File: src/rtl/sdram_read.sv
// Single read burst on the SDRAM: ACTIVE, tRCD, READ, capture the burst, burst-stop,
// precharge all banks, tRP, then a one-cycle rd_end pulse.
module sdram_read #(
  parameter int CAS_LATENCY = 3,
  parameter int RD_TRCD_CLK = 2,
  parameter int RD_TRP_CLK  = 2
) (
  input  logic        sys_clk,
  input  logic        sys_rst,
  input  logic        init_end,
  input  logic        rd_en,
  input  logic [23:0] rd_addr,
  input  logic [9:0]  rd_burst_len,
  input  logic [15:0] rd_sdram_data,
  output logic        rd_fifo_wr_en,
  output logic [15:0] rd_fifo_wr_data,
  output logic        rd_end,
  output logic        rd_busy,
  output logic [3:0]  read_cmd,
  output logic [1:0]  read_ba,
  output logic [12:0] read_addr
);

  localparam logic [3:0] CMD_NOP    = 4'b0111;
  localparam logic [3:0] CMD_ACTIVE = 4'b0011;
  localparam logic [3:0] CMD_READ   = 4'b0101;
  localparam logic [3:0] CMD_BTERM  = 4'b0110;
  localparam logic [3:0] CMD_PRE    = 4'b0010;

  localparam logic [9:0] TRCD_LAST = 10'(RD_TRCD_CLK - 1);
  localparam logic [9:0] CL_LAST   = 10'(CAS_LATENCY - 1);
  localparam logic [9:0] TRP_LAST  = 10'(RD_TRP_CLK - 1);

  typedef enum logic [3:0] {
    RD_IDLE, RD_ACTIVE, RD_TRCD, RD_READ, RD_RDATA, RD_CL, RD_PRE, RD_TRP, RD_END
  } state_t;

  state_t      state_q, state_d;
  logic [9:0]  cnt_q, cnt_d;
  logic [23:0] addr_q, addr_d;
  logic [9:0]  len_q, len_d;
  logic [3:0]  cmd_q, cmd_d;
  logic [1:0]  ba_q, ba_d;
  logic [12:0] baddr_q, baddr_d;
  logic        end_q;
  logic        wr_en_q;
  logic [15:0] wr_data_q;
  logic        rdata_last;

  // One bit per cycle of CAS latency; the tap at the end marks cycles carrying valid dq.
  logic [CAS_LATENCY-1:0] valid_pipe_q;
  logic [CAS_LATENCY:0]   valid_pipe;

  assign rdata_last = (cnt_q == len_q - 10'd1);

  always_comb begin
    state_d = state_q;
    addr_d  = addr_q;
    len_d   = len_q;
    cmd_d   = CMD_NOP;
    ba_d    = 2'b11;
    baddr_d = 13'h1fff;
    case (state_q)
      RD_IDLE: begin
        if (rd_en && init_end) begin
          state_d = RD_ACTIVE;
          addr_d  = rd_addr;
          if (rd_burst_len == 10'd0)        len_d = 10'd1;
          else if (rd_burst_len > 10'd512)  len_d = 10'd512;
          else                              len_d = rd_burst_len;
        end
      end
      RD_ACTIVE: begin
        state_d = RD_TRCD;
        cmd_d   = CMD_ACTIVE;
        ba_d    = addr_q[23:22];
        baddr_d = addr_q[21:9];
      end
      RD_TRCD: if (cnt_q == TRCD_LAST) state_d = RD_READ;
      RD_READ: begin
        state_d = RD_RDATA;
        cmd_d   = CMD_READ;
        ba_d    = addr_q[23:22];
        baddr_d = {4'b0000, addr_q[8:0]};
      end
      RD_RDATA: begin
        if (rdata_last) begin
          state_d = RD_CL;
          cmd_d   = CMD_BTERM;
        end
      end
      RD_CL:  if (cnt_q == CL_LAST) state_d = RD_PRE;
      RD_PRE: begin
        state_d = RD_TRP;
        cmd_d   = CMD_PRE;
      end
      RD_TRP: if (cnt_q == TRP_LAST) state_d = RD_END;
      RD_END: state_d = RD_IDLE;
      default: state_d = RD_IDLE;
    endcase
    cnt_d = (state_d != state_q || state_q == RD_IDLE) ? 10'd0 : cnt_q + 10'd1;
  end

  assign valid_pipe[0]             = (state_q == RD_RDATA);
  assign valid_pipe[CAS_LATENCY:1] = valid_pipe_q;

  always_ff @(posedge sys_clk or posedge sys_rst) begin
    if (sys_rst) begin
      state_q      <= RD_IDLE;
      cnt_q        <= 10'd0;
      addr_q       <= 24'd0;
      len_q        <= 10'd1;
      cmd_q        <= CMD_NOP;
      ba_q         <= 2'b11;
      baddr_q      <= 13'h1fff;
      end_q        <= 1'b0;
      valid_pipe_q <= '0;
      wr_en_q      <= 1'b0;
      wr_data_q    <= 16'd0;
    end else begin
      state_q      <= state_d;
      cnt_q        <= cnt_d;
      addr_q       <= addr_d;
      len_q        <= len_d;
      cmd_q        <= cmd_d;
      ba_q         <= ba_d;
      baddr_q      <= baddr_d;
      end_q        <= (state_d == RD_END);
      valid_pipe_q <= valid_pipe[CAS_LATENCY-1:0];
      wr_en_q      <= valid_pipe_q[CAS_LATENCY-1];
      if (valid_pipe_q[CAS_LATENCY-1]) wr_data_q <= rd_sdram_data;
    end
  end

  assign rd_fifo_wr_en   = wr_en_q;
  assign rd_fifo_wr_data = wr_data_q;
  assign rd_end          = end_q;
  assign rd_busy         = (state_q != RD_IDLE);
  assign read_cmd        = cmd_q;
  assign read_ba         = ba_q;
  assign read_addr       = baddr_q;

endmodule

File: config.mk
export PLATFORM = sky130hd
export DESIGN_NAME = sdram_read
export DESIGN_NICKNAME = d
export VERILOG_FILES = /design/src/rtl/sdram_read.sv
export SDC_FILE = /design/constraint.sdc
export NUM_CORES = 1
export LEC_CHECK = 0
export BUFFER_PORTS_ARGS = -buffer_cell sky130_fd_sc_hd__buf_2
export CORE_ASPECT_RATIO = 1.5
export CORE_MARGIN = 2
export CORE_UTILIZATION = 45
export CTS_BUF_LIST = sky130_fd_sc_hd__clkbuf_8 sky130_fd_sc_hd__clkbuf_16
export CTS_CLUSTER_DIAMETER = 40
export DETAILED_ROUTE_END_ITERATION = 10
export PLACE_DENSITY = 0.76
export SYNTH_ARGS = -nofsm -noshare
export SYNTH_HDL_FRONTEND = slang
export SYNTH_SLANG_ARGS = --single-unit
File: constraint.sdc
create_clock -name sys_clk -period 2.3 [get_ports sys_clk]
set_input_delay 0.23 -clock sys_clk [delete_from_list [all_inputs] [get_ports sys_clk]]
set_output_delay 0.23 -clock sys_clk [all_outputs]
set_load 0.02 [all_outputs]
# After elaboration in Yosys (flattened, before gate mapping)

Cells that the tools add are included.

Register bits: 88
Input port bits: 54
Output and inout bits: 38

Add/subtract/negate cells: 2
$lt $le $gt $ge: 1
Equality and inequality tests: 12
Muxes and demuxes: 13
Reduce and logical (&&, ||, !) cells: 7

Operator list:

| cell                                                 | number |
|---|---|
| one-hot mux 4 bit (8 select lines)                   | 1 |
| 2-to-1 mux 10 bit                                    | 3 |
| one-hot mux 13 bit (2 select lines)                  | 1 |
| 2-to-1 mux 4 bit                                     | 5 |
| equality test 4 x 3 -> 1 bit, second input constant  | 4 |
| one-hot mux 3 bit (4 select lines)                   | 1 |
| adder 10 x 1 -> 10 bit, second input constant        | 1 |
| equality test 10 x 1 -> 1 bit, second input constant | 1 |
| equality test 10 bit                                 | 1 |
| equality test 10 x 2 -> 1 bit, second input constant | 1 |
| > comparator 10 bit, second input constant           | 1 |
| zero test 10 bit                                     | 1 |
| subtractor 10 x 1 -> 10 bit, second input constant   | 1 |
| equality test 4 x 2 -> 1 bit, second input constant  | 2 |
| equality test 4 x 1 -> 1 bit, second input constant  | 1 |
| equality test 4 bit, second input constant           | 1 |
| zero test 4 bit                                      | 1 |
| inequality test 4 bit                                | 1 |
| nonzero test 4 bit                                   | 1 |
| 2-to-1 mux 2 bit                                     | 1 |
| AND reduction 2 bit                                  | 1 |
| OR reduction 2 bit                                   | 1 |
| logical AND 1 bit                                    | 1 |
| logical OR 1 bit                                     | 1 |
| 2-to-1 mux 1 bit                                     | 1 |

# Logic depth before layout (Yosys ltp)

Word-level depth: 7
Mapped depth: 8

# Worst setup path before layout

No wires, ideal clock.

Path type: flip-flop to flip-flop
From: reg len_q[1]
To: reg state_q[0]
Data arrival time: 2,011 ps
Slack: 171 ps
Stages on the path, launching flop included: 9
Period minus slack after synthesis: 2,129 ps
Path through: dfrtp_1 -> inv_1 -> ha_1 -> or3b_4 -> o21a_1 -> o211a_1 -> o32a_2 -> buf_6 -> a21o_1

Cells in the longest elaborated chain, start to end: 4

Ends and longest elaborated chain:

| element                            | RTL line | source |
|---|---|---|
| start: declaration                 | 41       | `logic [9:0] len_q, len_d;` |
| start signal: assignment           | 124      | `len_q <= len_d;` |
| subtractor 10 x 1 -> 10 bit        | 54       | `assign rdata_last = (cnt_q == len_q - 10'd1);` |
| equality test 10 bit               | 54       |  |
| 2-to-1 mux 4 bit                   | 87       | `if (rdata_last) begin` |
| one-hot mux 4 bit (8 select lines) | 63       | `case (state_q)` |
| named net state_d[0]               | 38       | `state_t state_q, state_d;` |
| end signal: assignment             | 121      | `state_q <= state_d;` |
| end: declaration                   | 38       |  |

The timed path passes the listed nets, and every way through them passes these cells.
A chain may end at the register's enable or synchronous reset.

# Worst setup path in the final report

From: reg len_q[1]
To: reg cnt_q[0]

Cells in the longest elaborated chain, start to end: 7

Ends and longest elaborated chain:

| element                            | RTL line | source |
|---|---|---|
| subtractor 10 x 1 -> 10 bit        | 54       |  |
| equality test 10 bit               | 54       |  |
| 2-to-1 mux 4 bit                   | 87       |  |
| one-hot mux 4 bit (8 select lines) | 63       |  |
| inequality test 4 bit              | 101      | `cnt_d = (state_d != state_q \|\| state_q == RD_IDLE) ? 10'd0 : cnt_q + 10'd1;` |
| logical OR 1 bit                   | 101      |  |
| 2-to-1 mux 10 bit                  | 101      |  |
| named net cnt_d[0]                 | 39       | `logic [9:0] cnt_q, cnt_d;` |
| end signal: assignment             | 122      | `cnt_q <= cnt_d;` |
| end: declaration                   | 39       |  |

The timed path passes the listed nets, and every way through them passes these cells.

==> impl_results.md <==
- Status: finished clean
- Floorplan row count: 42
- Main area contributors after synthesis: dfrtp_1, dfstp_2, nand2_1
- Post-Synthesis Cell Area: roughly 0.0040 mm^2
- R2r setup slk: a little under 0.009 ns
- Max-slew violation count: 0
- Worst EP arrival: 2.54 ns
- Top-count cell post-synth: nand2_1
- Post-Syn Instances: 390
- Iter 0 DRT Violations: approximately 260
- Max VDD drop: approximately 0.73 mV
- Antenna Nets Post-Route: 0
- Net Sw Power: approximately 0.0027 W
- GRT Resource Usage Total: 0.186
- Max Freq: roughly 440 MHz
- Cell taking the most area after synthesis: dfrtp_1
- Chip Height: roughly 120 um
- TritonCTS clock tree: yes
- Core area: ~0.0087 mm^2
- P_leak: ~2.4 nW
- Number of I/O pins: between 90 and 100
- Tcrit/Tclk final: 0.996
- Register area share after synthesis: 0.549
- Largest net degree at the start of global routing: a little under 90
- Hold_buf cts: 0
- Final Hold Viols: 0
- FF+latch area: around 0.0022 mm^2
- Setup violations, final: 0
- Clock Pin Slew Worst Setup and Hold Paths: about 0.07 ns
- Vias after detailed routing: roughly 3100
- Relative slew slack: 0.575
- Worst Reg2Reg Path Length in Cells: 8
- Combinational share of power: 0.392
- Reg-to-reg critical path endpoint: cnt_q[0]
- Startpoint Class: flip-flop
- Footprint of the multi-input gates: 0.00170 mm^2
- Core Util, Final: 0.567
- NumNets Final: 538
- Number of port buffers: 90
- Net Sw Frac: 0.384
- Most used DFF post-synth: dfrtp_1
- Syn_nets: between 400 and 500
- Async S/R FF share, synth: 1.00
- Syn avg cell area: just over 10 um^2
- DRT Pass-1 Iters: 4
- MaxCap Viol Count: 0
- RR Startpoint: len_q[1]
- Yosys warnings: 0
- First-pass GRT wire length: 13900 um
- Setup ws final: 0.00886 ns
- Yosys cell types: 52
- CTS Sinks: between 80 and 90
- FILL cells: between 700 and 800
- H-tree depth: 3
- GP Congestion: 0.802
- Worst-skew pair later-pin latency: between 0.3 and 0.4 ns
- CP required: roughly 2.6 ns
- Least-Margin Pin Slew: 0.621 ns
- Clk pwr share: 0.218
- Initial antenna violation count: 0
- Tmin final: between 2 and 2.5 ns
- Pwr dens: 1400 mW/mm^2
- P&R area growth vs syn: 23.4%
- Register bit total from synthesis: 87
- Post-synth top area share: 0.425
- Chip width: approximately 81 um
- Final Skew: ~0.0064 ns
- EDFF count, synth: 0
- Worst Setup End Kind: flip-flop
- Per-cell routed wire length: about 14 um
- Root buffer cell: clkbuf_16
- Pre-CTS WS: around 0.053 ns
- Congestion Overflow GR: 0
- Hold Slack: 0.0172 ns
- Die area: 0.00969 mm^2
- Initial Util: 0.459
- Wirelength, routed: between 8000 and 9000 um
- Flop pwr share: 0.389
- ANT cells: 0
- Vias in the first global route: slightly below 3000
- Top post-synthesis cells by count: nand2_1, dfrtp_1, dfstp_2
- CTS Buffer Depth: 2
- Dpl hpwl: approximately 6000 um
- DRC: 0
- Critical Path Fanout Max: 6
- Type of the worst min-delay path: primary input to asynchronous set/reset pin
- Crit path kind: flip-flop to flip-flop
- Vias/cell: about 5.2
- Share of layout cells above drive strength 1: 0.359
- P_int: 0.00428 W
- CTS buffer count: 9
stage by stage:
stage	instances	power (W)	setup TNS, ns	instance area, um^2
global route	595	0.00740	-0.141	4940
finish	595	0.00694	0	4940
detailed placement	577	0.00530	0	4580
CTS	593	0.00684	0	4890
global placement	577	0.00522	0	4580
floorplan	390	0.00460	0	4010
repair_timing:
action                                  in CTS  in global routing
setup buffers                                0                  1
endpoints found under the setup margin       0                 12
resized for setup                            0                  5
cells by family (layout without fill, tap and decap cells):
kind of cell | Yosys count | count (layout) | share of synthesized area
simple gates | 177 | 177 | 0.218
xor+xnor | 18 | 18 | 0.0394
mux | 26 | 26 | 0.0700
buf+inv | 34 | 128 | 0.0365
compound gates | 42 | 43 | 0.0709
fa+ha+maj | 5 | 5 | 0.0150
other cells | 1 | 1 | 0.000936
flops | 87 | 87 | 0.549
registers in the layout, indices dropped and copies added, names as in the netlist:
register / count
addr_q: 24
rd_fifo_wr_data: 16
read_addr: 13
cnt_q: 10
len_q: 10
state_q: 4
read_cmd: 3
valid_pipe_q: 3
read_ba: 2
rd_end: 1
rd_fifo_wr_en: 1
power by group through the flow:
stage / clock [W] / combinational [W] / sequential, W
6_report: 0.00152 / 0.00272 / 0.00270
2_1_floorplan: 0 / 0.00171 / 0.00289
5_1_grt: 0.00161 / 0.00299 / 0.00280
4_1_cts: 0.00154 / 0.00260 / 0.00270
3_5_place_dp: 0 / 0.00258 / 0.00272
3_3_place_gp: 0 / 0.00253 / 0.00270
how the worst max path moves through the flow:
stage | slack, ns | start | end | cells after the start
floorplan | 0.17 | len_q[1] | state_q[0] | 8
global placement | 0.11 | len_q[1] | cnt_q[0] | 7
detailed placement | 0.05 | len_q[1] | cnt_q[1] | 7
CTS | 0.04 | len_q[1] | cnt_q[3] | 7
global route | -0.04 | len_q[1] | cnt_q[0] | 8
finish | 0.009 | len_q[1] | cnt_q[0] | 8
critical path, stage by stage, from the launching register on:
cell and delay (ns):
dfrtp_1 0.39, inv_1 0.08, ha_2 0.18, or3b_4 0.39
buf_4 0.15, nor3_1 0.25, nor4b_2 0.12, o32a_4 0.44
a211oi_1 0.20
routing by layer:
layer,vias up,part of all wire,GRT usage
li1,1503,-,-
met3,19,0.053,0.0414
met2,87,0.52,0.309
met4,0,0.026,0.0794
met1,1503,0.40,0.229
met5,-,0,0
final cells by class:
cell class / instances / area share
clock buffer: 9 / 0.0456
clock inverter: 7 / 0.0180
multi-input combinational: 270 / 0.345
timing repair buffer: 100 / 0.109
inverter: 12 / 0.00987
sequential: 87 / 0.445
tap: 110 / 0.0278
layout by cell type, fill, tap and decap left out, types with 3 or more instances in the layout:
| cell | instances |
|---|---|
| a21o_1 | 3 |
| a21oi_1 | 11 |
| and2_1 | 3 |
| buf_2 | 90 |
| buf_4 | 9 |
| clkbuf_16 | 9 |
| dfrtp_1 | 68 |
| dfstp_2 | 19 |
| ha_1 | 3 |
| inv_1 | 11 |
| inv_8 | 3 |
| mux2_2 | 16 |
| mux2i_1 | 10 |
| nand2_1 | 95 |
| nand2b_1 | 8 |
| nand3_1 | 11 |
| nand3b_1 | 6 |
| nand4_1 | 13 |
| nor2_1 | 12 |
| nor3_1 | 5 |
| nor4_1 | 4 |
| o21ai_0 | 15 |
| xnor2_1 | 5 |
| xor2_1 | 13 |
(Power assumes the default switching activity.)
